===== config.mk =====
export PLATFORM = sky130hd
export DESIGN_NAME = axi_rd_arbiter
export DESIGN_NICKNAME = d
export VERILOG_FILES = /design/src/rtl/axi_rd_arbiter_pkg.sv /design/src/rtl/axi_rd_arbiter_chk.sv /design/src/rtl/rr_arbiter2.sv /design/src/rtl/axi_rd_arbiter.sv
export SDC_FILE = /design/constraint.sdc
export NUM_CORES = 1
export LEC_CHECK = 0
export ABC_AREA = 1
export BUFFER_PORTS_ARGS = -buffer_cell sky130_fd_sc_hd__buf_2
export CORE_AREA = 2 2 141 143
export DETAILED_ROUTE_END_ITERATION = 8
export DIE_AREA = 0 0 143 145
export SLEW_MARGIN = 20
export SYNTH_ARGS = -nofsm -noshare
export SYNTH_HDL_FRONTEND = slang
export SYNTH_SLANG_ARGS = --single-unit
export TNS_END_PERCENT = 5

===== constraint.sdc =====
create_clock -name clk -period 3.7 [get_ports clk]
set_input_delay 0.185 -clock clk [delete_from_list [all_inputs] [get_ports clk]]
set_output_delay 0.185 -clock clk [all_outputs]
set_load 0.005 [all_outputs]

===== src/rtl/axi_rd_arbiter_pkg.sv =====
// Shared types and constants for the two-master AXI read arbiter.
package axi_rd_arbiter_pkg;

  typedef enum logic [1:0] {
    OWN_NONE = 2'd0,
    OWN_IFU  = 2'd1,
    OWN_LSU  = 2'd2
  } owner_e;

  typedef enum logic [1:0] {
    S_IDLE = 2'd0,
    S_AR   = 2'd1,
    S_R    = 2'd2
  } state_e;

  localparam int ARB_ID_IFU = 0;
  localparam int ARB_ID_LSU = 1;

  localparam logic [1:0] AXI_RESP_OKAY = 2'b00;

  localparam logic [7:0] PERF_ARB_WAIT = 8'h01;

  // Memory-side ID tagging each master's transaction.
  function automatic int owner_id(input owner_e owner);
    case (owner)
      OWN_LSU: owner_id = ARB_ID_LSU;
      default: owner_id = ARB_ID_IFU;
    endcase
  endfunction

endpackage


===== src/rtl/axi_rd_arbiter_chk.sv =====
// Protocol checks and perf coverage for the read arbiter; no effect on the datapath.
module axi_rd_arbiter_chk
  import axi_rd_arbiter_pkg::*;
#(
  parameter int ID_W = 4
) (
  input logic            clk,
  input logic            rstn,
  input state_e          state,
  input logic            mem_rvalid,
  input logic            mem_rready,
  input logic            mem_rlast,
  input logic [1:0]      mem_rresp,
  input logic [ID_W-1:0] mem_rid,
  input logic [ID_W-1:0] own_id,
  input logic [7:0]      beat_cnt,
  input logic [7:0]      arlen,
  input logic [7:0]      perf_code
);

  rid_matches_owner: assert property (@(posedge clk) disable iff (!rstn)
    (state == S_R && mem_rvalid) |-> (mem_rid == own_id));

  // beat_cnt holds beats already taken, so the last beat arrives with beat_cnt == arlen.
  beat_count_at_last: assert property (@(posedge clk) disable iff (!rstn)
    (state == S_R && mem_rvalid && mem_rready && mem_rlast) |-> (beat_cnt == arlen));

  no_rvalid_outside_r: assert property (@(posedge clk) disable iff (!rstn)
    (state != S_R) |-> !mem_rvalid);

  error_resp_seen: cover property (@(posedge clk) disable iff (!rstn)
    mem_rvalid && (mem_rresp != AXI_RESP_OKAY));

  perf_arb_wait: cover property (@(posedge clk) disable iff (!rstn)
    perf_code == PERF_ARB_WAIT);

endmodule


===== src/rtl/rr_arbiter2.sv =====
// Two-way round-robin grant; priority register moves away from the master that just finished.
module rr_arbiter2 (
  input  logic clk,
  input  logic rstn,
  input  logic req_ifu,
  input  logic req_lsu,
  input  logic upd_en,
  input  logic upd_lsu,
  output logic gnt_ifu,
  output logic gnt_lsu
);

  logic prio_lsu_r;

  // Grant the sole requester, or the priority holder on a tie.
  always_comb begin
    gnt_lsu = req_lsu && (prio_lsu_r || !req_ifu);
    gnt_ifu = req_ifu && (!prio_lsu_r || !req_lsu);
  end

  // Priority register: LSU first out of reset, flips on each completed transaction.
  always_ff @(posedge clk or negedge rstn) begin
    if (!rstn) begin
      prio_lsu_r <= 1'b1;
    end else if (upd_en) begin
      prio_lsu_r <= !upd_lsu;
    end else begin
      prio_lsu_r <= prio_lsu_r;
    end
  end

endmodule


===== src/rtl/axi_rd_arbiter.sv =====
// Merges IFU and LSU AXI read masters onto one memory read port, one transaction at a time.
module axi_rd_arbiter
  import axi_rd_arbiter_pkg::*;
#(
  parameter int ADDR_W = 32,
  parameter int DATA_W = 64,
  parameter int ID_W   = 4
) (
  input  logic              clk,
  input  logic              rstn,
  input  logic              ifu_arvalid,
  output logic              ifu_arready,
  input  logic [ADDR_W-1:0] ifu_araddr,
  input  logic [2:0]        ifu_arsize,
  input  logic [7:0]        ifu_arlen,
  input  logic [1:0]        ifu_arburst,
  output logic              ifu_rvalid,
  input  logic              ifu_rready,
  output logic [DATA_W-1:0] ifu_rdata,
  output logic [1:0]        ifu_rresp,
  output logic              ifu_rlast,
  input  logic              lsu_arvalid,
  output logic              lsu_arready,
  input  logic [ADDR_W-1:0] lsu_araddr,
  input  logic [2:0]        lsu_arsize,
  input  logic [7:0]        lsu_arlen,
  input  logic [1:0]        lsu_arburst,
  output logic              lsu_rvalid,
  input  logic              lsu_rready,
  output logic [DATA_W-1:0] lsu_rdata,
  output logic [1:0]        lsu_rresp,
  output logic              lsu_rlast,
  output logic              mem_arvalid,
  input  logic              mem_arready,
  output logic [ADDR_W-1:0] mem_araddr,
  output logic [2:0]        mem_arsize,
  output logic [7:0]        mem_arlen,
  output logic [1:0]        mem_arburst,
  output logic [ID_W-1:0]   mem_arid,
  input  logic              mem_rvalid,
  output logic              mem_rready,
  input  logic [DATA_W-1:0] mem_rdata,
  input  logic [1:0]        mem_rresp,
  input  logic              mem_rlast,
  input  logic [ID_W-1:0]   mem_rid
);

  state_e      state_r;
  owner_e      owner_r;
  logic [7:0]  beat_cnt_r;
  logic        gnt_ifu_s;
  logic        gnt_lsu_s;
  logic        own_ifu_s;
  logic        own_lsu_s;
  logic        in_ar_s;
  logic        in_r_s;
  logic        rready_s;
  logic        beat_s;
  logic        upd_en_s;
  logic [7:0]  perf_code_s;

  rr_arbiter2 u_rr (
    .clk     (clk),
    .rstn    (rstn),
    .req_ifu (ifu_arvalid),
    .req_lsu (lsu_arvalid),
    .upd_en  (upd_en_s),
    .upd_lsu (own_lsu_s),
    .gnt_ifu (gnt_ifu_s),
    .gnt_lsu (gnt_lsu_s)
  );

  // Handshake and R-channel routing: pure pass-through gated by state and owner.
  always_comb begin
    in_ar_s     = (state_r == S_AR);
    in_r_s      = (state_r == S_R);
    own_ifu_s   = (owner_r == OWN_IFU);
    own_lsu_s   = (owner_r == OWN_LSU);
    ifu_arready = in_ar_s && own_ifu_s && mem_arready;
    lsu_arready = in_ar_s && own_lsu_s && mem_arready;
    rready_s    = in_r_s && ((own_ifu_s && ifu_rready) || (own_lsu_s && lsu_rready));
    mem_rready  = rready_s;
    beat_s      = in_r_s && mem_rvalid && rready_s;
    upd_en_s    = beat_s && mem_rlast;
    ifu_rvalid  = in_r_s && own_ifu_s && mem_rvalid;
    lsu_rvalid  = in_r_s && own_lsu_s && mem_rvalid;
    if (in_r_s && own_ifu_s) begin
      ifu_rdata = mem_rdata;
      ifu_rresp = mem_rresp;
      ifu_rlast = mem_rlast;
    end else begin
      ifu_rdata = {DATA_W{1'b0}};
      ifu_rresp = 2'b00;
      ifu_rlast = 1'b0;
    end
    if (in_r_s && own_lsu_s) begin
      lsu_rdata = mem_rdata;
      lsu_rresp = mem_rresp;
      lsu_rlast = mem_rlast;
    end else begin
      lsu_rdata = {DATA_W{1'b0}};
      lsu_rresp = 2'b00;
      lsu_rlast = 1'b0;
    end
    if ((ifu_arvalid && !own_ifu_s) || (lsu_arvalid && !own_lsu_s)) begin
      perf_code_s = PERF_ARB_WAIT;
    end else begin
      perf_code_s = 8'h00;
    end
  end

  // Control FSM with the latched AR request; the payload stays put through R so arlen is kept.
  always_ff @(posedge clk or negedge rstn) begin
    if (!rstn) begin
      state_r     <= S_IDLE;
      owner_r     <= OWN_NONE;
      beat_cnt_r  <= 8'd0;
      mem_arvalid <= 1'b0;
      mem_araddr  <= {ADDR_W{1'b0}};
      mem_arsize  <= 3'd0;
      mem_arlen   <= 8'd0;
      mem_arburst <= 2'd0;
      mem_arid    <= {ID_W{1'b0}};
    end else begin
      case (state_r)
        S_IDLE: begin
          if (gnt_lsu_s) begin
            owner_r     <= OWN_LSU;
            mem_arvalid <= 1'b1;
            mem_araddr  <= lsu_araddr;
            mem_arsize  <= lsu_arsize;
            mem_arlen   <= lsu_arlen;
            mem_arburst <= lsu_arburst;
            mem_arid    <= ID_W'(owner_id(OWN_LSU));
            state_r     <= S_AR;
          end else if (gnt_ifu_s) begin
            owner_r     <= OWN_IFU;
            mem_arvalid <= 1'b1;
            mem_araddr  <= ifu_araddr;
            mem_arsize  <= ifu_arsize;
            mem_arlen   <= ifu_arlen;
            mem_arburst <= ifu_arburst;
            mem_arid    <= ID_W'(owner_id(OWN_IFU));
            state_r     <= S_AR;
          end else begin
            state_r <= S_IDLE;
          end
        end
        S_AR: begin
          if (mem_arready) begin
            mem_arvalid <= 1'b0;
            beat_cnt_r  <= 8'd0;
            state_r     <= S_R;
          end else begin
            state_r <= S_AR;
          end
        end
        S_R: begin
          if (beat_s) begin
            beat_cnt_r <= beat_cnt_r + 8'd1;
            if (mem_rlast) begin
              state_r <= S_IDLE;
              owner_r <= OWN_NONE;
            end else begin
              state_r <= S_R;
            end
          end else begin
            state_r <= S_R;
          end
        end
        default: begin
          state_r     <= S_IDLE;
          owner_r     <= OWN_NONE;
          mem_arvalid <= 1'b0;
        end
      endcase
    end
  end

  axi_rd_arbiter_chk #(.ID_W(ID_W)) u_chk (
    .clk        (clk),
    .rstn       (rstn),
    .state      (state_r),
    .mem_rvalid (mem_rvalid),
    .mem_rready (rready_s),
    .mem_rlast  (mem_rlast),
    .mem_rresp  (mem_rresp),
    .mem_rid    (mem_rid),
    .own_id     (ID_W'(owner_id(owner_r))),
    .beat_cnt   (beat_cnt_r),
    .arlen      (mem_arlen),
    .perf_code  (perf_code_s)
  );

endmodule


==> out/results.md <==
| Stage | Item | Value |
|:---|:---|:---|
| outcome | Result of the run | completed |
| clock network | Max Buffers Root-to-Sink | 2 |
| setup path | CP endpoint kind | output pin |
| clock network | Clock transition time at the flip-flop clock pins of the worst setup and hold paths | 0.07 ns |
| yosys | Post-synthesis cell type count | 20 |
| yosys | Simple-gate share of the synthesized area | 34.8% |
| setup path | Slowest-stage cell, CP | sky130_fd_sc_hd__dfrtp_1 |
| setup path | Worst-path fanout max | 68 |
| setup path | Required time worst endpoint | 3.51 ns |
| floorplanning | Die Span Y | 145 microns |
| clock network | # resized after CTS | 0 |
| global routing | Residual overflow from global routing | 0 |
| layout | Final standard cell count with taps included and fillers excluded | 1116 |
| route | Via count | 4297 |
| timing | Relative slew slack | 40.6% |
| setup path | Arr. time, crit path | 1.81 ns |
| clock network | CTS Hold Buffers Added | 0 |
| yosys | Largest family of logic cells by synthesized area | simple AND/OR/NAND/NOR gates |
| route | Router iterations before antenna repair | 4 |
| route | Antenna viol nets, final | 0 |
| yosys | Share of the synthesized area in compound gates (AO/OA/AOI/OAI) | 9.65% |
| setup path | Sequence of cells on the critical path | nor2_2 -> nand3_2 -> buf_4 -> nor2_1 -> buf_2 |
| yosys | Multiplexer fraction of the synthesized cell area | 0% |
| timing | Clock tree skew after final layout | 0.00883 ns |
| route | Vias/cell | 3.85 |
| pwr | Pleak | 3.41 nW |
| route | Wire length per cell after detailed routing | 12.2 microns |
| clock network | Number of levels the H-tree was split into | 2 |
| yosys | Mean post-synth cell area | 6.40 sq um |
| layout | Layout cell share with drive strength beyond 1 | 44.1% |
| yosys | Number of storage elements in the synthesis netlist | 52 |
| clock network | Post-CTS Setup Bufs | 0 |
| timing | Setup Viol. Count Final | 0 |
| min path | Worst min path class | in2async |
| floorplanning | Ports | 358 |
| flow run | Count of maximum capacitance violations | 0 |
| setup path | Critical Path Start Type | register |
| timing | Fin crit share | 54.0% |
| clock network | Clock sinks | 52 |
| floorplanning | Site row count | 51 |
| timing | Setup repair after global routing missed its margin | false |
| route | DRC marker count from the first detailed-route iteration | 180 |
| placement | Gpl congestion | 0.808 |
| clock network | Later-pin clock latency in the skew report | 0.29 ns |
| clock network | CTS tree | yes |
| timing | Fin Setup TNS | 0 ns |
| floorplanning | Area enclosed by the die boundary | 20700 sq um |
| setup path | Slowest Stage Delay on Critical Path | 0.43 ns |
| global routing | Vias in the first global route | 3908 |
| timing | Hold Violations, Final | 0 |
| placement | IO buf count | 350 |
| clock network | Clock root cell | sky130_fd_sc_hd__clkbuf_16 |
| clock network | CTS Buf Count | 5 |
| placement | Count of placed standard cells including taps | 1105 |
| floorplanning | Starting density of the core | 17.3% |
| yosys | Adder-cell share of the synthesized area | 0% |
| placement | Final HPWL DP | 10500 microns |
| timing | Min Tclk post-route | 2.00 ns |
| pwr | Maximum VDD drop | 0.000215 V |
| timing | Fin. max-slew vios | 0 |
| pwr | Power per cell area | 534 nW/um^2 |
| yosys | Netlist area before placement | 3320 sq um |
| yosys | Synthesized netlist cell count | 519 |
| route | DRC violations left | 0 |
| timing | Maximum operating frequency | 500 MHz |
| floorplanning | Chip Width | 143 microns |
| global routing | Overall Global Routing Usage | 12.0% |
| global routing | Antenna violations before repair | 2 |
| setup path | Setup Crit Path Kind | reg2out |
| route | Wirelength, routed | 13600 microns |
| yosys | Xor-xnor portion of the synthesized cell area | 0% |
| layout | Post-layout net count | 1016 |
| global routing | Largest net degree at the start of global routing | 69 |
| yosys | Register area share after synthesis | 39.2% |
| global routing | First-pass GRT wire length | 20200 microns |
| yosys | Yosys synthesis warning count | 0 |
| timing | Slew at the pin with the worst max-slew slack | 0.889 ns |
| layout | Area overhead of the layout relative to synthesis | 62.1% |
| floorplanning | Area of the placeable core | 19200 sq um |
-- state kept, by name, indices dropped and copies added, names as in the netlist --
name and cells:
owner_r 2, mem_arsize 3, mem_arburst 2, u_rr.prio_lsu_r 1, mem_arid 1, state_r 2
mem_arvalid 1, mem_araddr 32, mem_arlen 8
-- layout by cell type, fill, tap and decap left out --
cell type                     n
sky130_fd_sc_hd__buf_2      350
sky130_fd_sc_hd__nor2_1     186
sky130_fd_sc_hd__nand2_1    107
sky130_fd_sc_hd__inv_1       72
sky130_fd_sc_hd__dfrtp_1     51
sky130_fd_sc_hd__a31oi_1     45
sky130_fd_sc_hd__inv_2        5
sky130_fd_sc_hd__clkbuf_16    5
sky130_fd_sc_hd__nand3_1      4
sky130_fd_sc_hd__buf_4        4
sky130_fd_sc_hd__diode_2      3
sky130_fd_sc_hd__conb_1       3
sky130_fd_sc_hd__nor3_1       2
sky130_fd_sc_hd__o21ai_0      2
sky130_fd_sc_hd__nor2_2       1
sky130_fd_sc_hd__nand3_2      1
sky130_fd_sc_hd__nand2_2      1
sky130_fd_sc_hd__nor2_4       1
sky130_fd_sc_hd__a21boi_0     1
sky130_fd_sc_hd__o21ai_4      1
sky130_fd_sc_hd__a21oi_1      1
sky130_fd_sc_hd__clkinv_2     1
sky130_fd_sc_hd__clkbuf_8     1
sky130_fd_sc_hd__inv_6        1
sky130_fd_sc_hd__buf_12       1
sky130_fd_sc_hd__dfstp_2      1
-- final timing paths --
| path | startpoint | endpoint | slack, ns | cells after the start |
|---|---|---|---|---|
| setup / recovery | state_r[0] | ifu_rdata[62] | 1.70 | 5 |
| hold / removal | rstn | mem_araddr[8] | 0.02 | 2 |
| setup reg to reg | state_r[0] | mem_araddr[7] | 1.80 | 6 |
| hold reg to reg | mem_arid[0] | mem_arid[0] | 0.49 | 2 |
| max in group asynchronous | rstn | mem_araddr[25] | 3.21 | 2 |
| min in group clk | lsu_araddr[15] | mem_araddr[15] | 0.13 | 3 |
-- synthesized netlist by cell type --
cell type / count / share of area, %
sky130_fd_sc_hd__nand2_1: 108 / 12
sky130_fd_sc_hd__inv_2: 5 / 0.57
sky130_fd_sc_hd__a31oi_1: 45 / 8.5
sky130_fd_sc_hd__inv_1: 72 / 8.1
sky130_fd_sc_hd__buf_6: 10 / 3.4
sky130_fd_sc_hd__dfstp_2: 1 / 0.79
sky130_fd_sc_hd__buf_2: 12 / 1.8
sky130_fd_sc_hd__nor2_2: 2 / 0.38
sky130_fd_sc_hd__nor3_1: 2 / 0.30
sky130_fd_sc_hd__clkbuf_1: 8 / 0.90
sky130_fd_sc_hd__buf_4: 6 / 1.4
sky130_fd_sc_hd__o21ai_4: 1 / 0.49
sky130_fd_sc_hd__a21boi_0: 1 / 0.23
sky130_fd_sc_hd__nand3_2: 1 / 0.30
sky130_fd_sc_hd__o21ai_0: 2 / 0.30
sky130_fd_sc_hd__a21oi_1: 1 / 0.15
sky130_fd_sc_hd__dfrtp_1: 51 / 38
sky130_fd_sc_hd__nand3_1: 4 / 0.60
sky130_fd_sc_hd__nor2_1: 186 / 21
sky130_fd_sc_hd__conb_1: 1 / 0.11
-- final cells by class --
class | count | area, sq um
inverters | 77 | 289
repair buffers | 355 | 1800
clock buffers | 6 | 139
fillers | 2161 | 13800
diodes | 3 | 7.51
clock inverters | 2 | 13.8
flip-flops and latches | 52 | 1300
multi-input cells | 356 | 1500
well taps | 265 | 332
-- per-stage QoR --
stage / utilization [%] / cell area (sq um) / worst slack [ns] / power, mW / hold WS [ns]
2_1_floorplan: - / 3330 / 2.39 / 1.82 / -0.111
3_3_place_gp: 27.2 / 5220 / 1.84 / 2.39 / 0.361
3_5_place_dp: 27.2 / 5220 / 1.79 / 2.42 / 0.370
4_1_cts: 28.0 / 5370 / 1.68 / 2.92 / 0.0519
5_1_grt: 28.0 / 5370 / 1.59 / 3.13 / 0.0679
6_report: 28.0 / 5380 / 1.70 / 2.87 / 0.0206
-- metal layers --
metal | routed length, microns | up-vias | global-route usage, %
li1 | - | 2209 | -
met2 | 6590 | 195 | 21.3
met5 | 0 | - | 0
met4 | 168 | 0 | 2.52
met3 | 1260 | 14 | 2.97
met1 | 5560 | 1879 | 14.5
-- cell families after synthesis --
| group | Yosys count |
|---|---|
| AO/OA/AOI/OAI | 50 |
| buffers and inverters | 113 |
| flip-flops | 52 |
| other | 1 |
| AND/OR/NAND/NOR | 303 |
-- critical path, delay by kind of cell (launching register included) --
kind                   cells  cell delay (ns)
buffers and inverters      2             0.48
DFF                        1             0.43
and+or+nand+nor            3             0.57
-- where the power goes --
part	switching, mW	total (mW)	internal (mW)	leakage [nW]
registers	0.158	1.02	0.858	0.587
clock network	0.218	0.490	0.271	0.0773
logic	0.780	1.37	0.587	2.75
total	1.16	2.87	1.72	3.41
(Power assumes the default switching activity.)
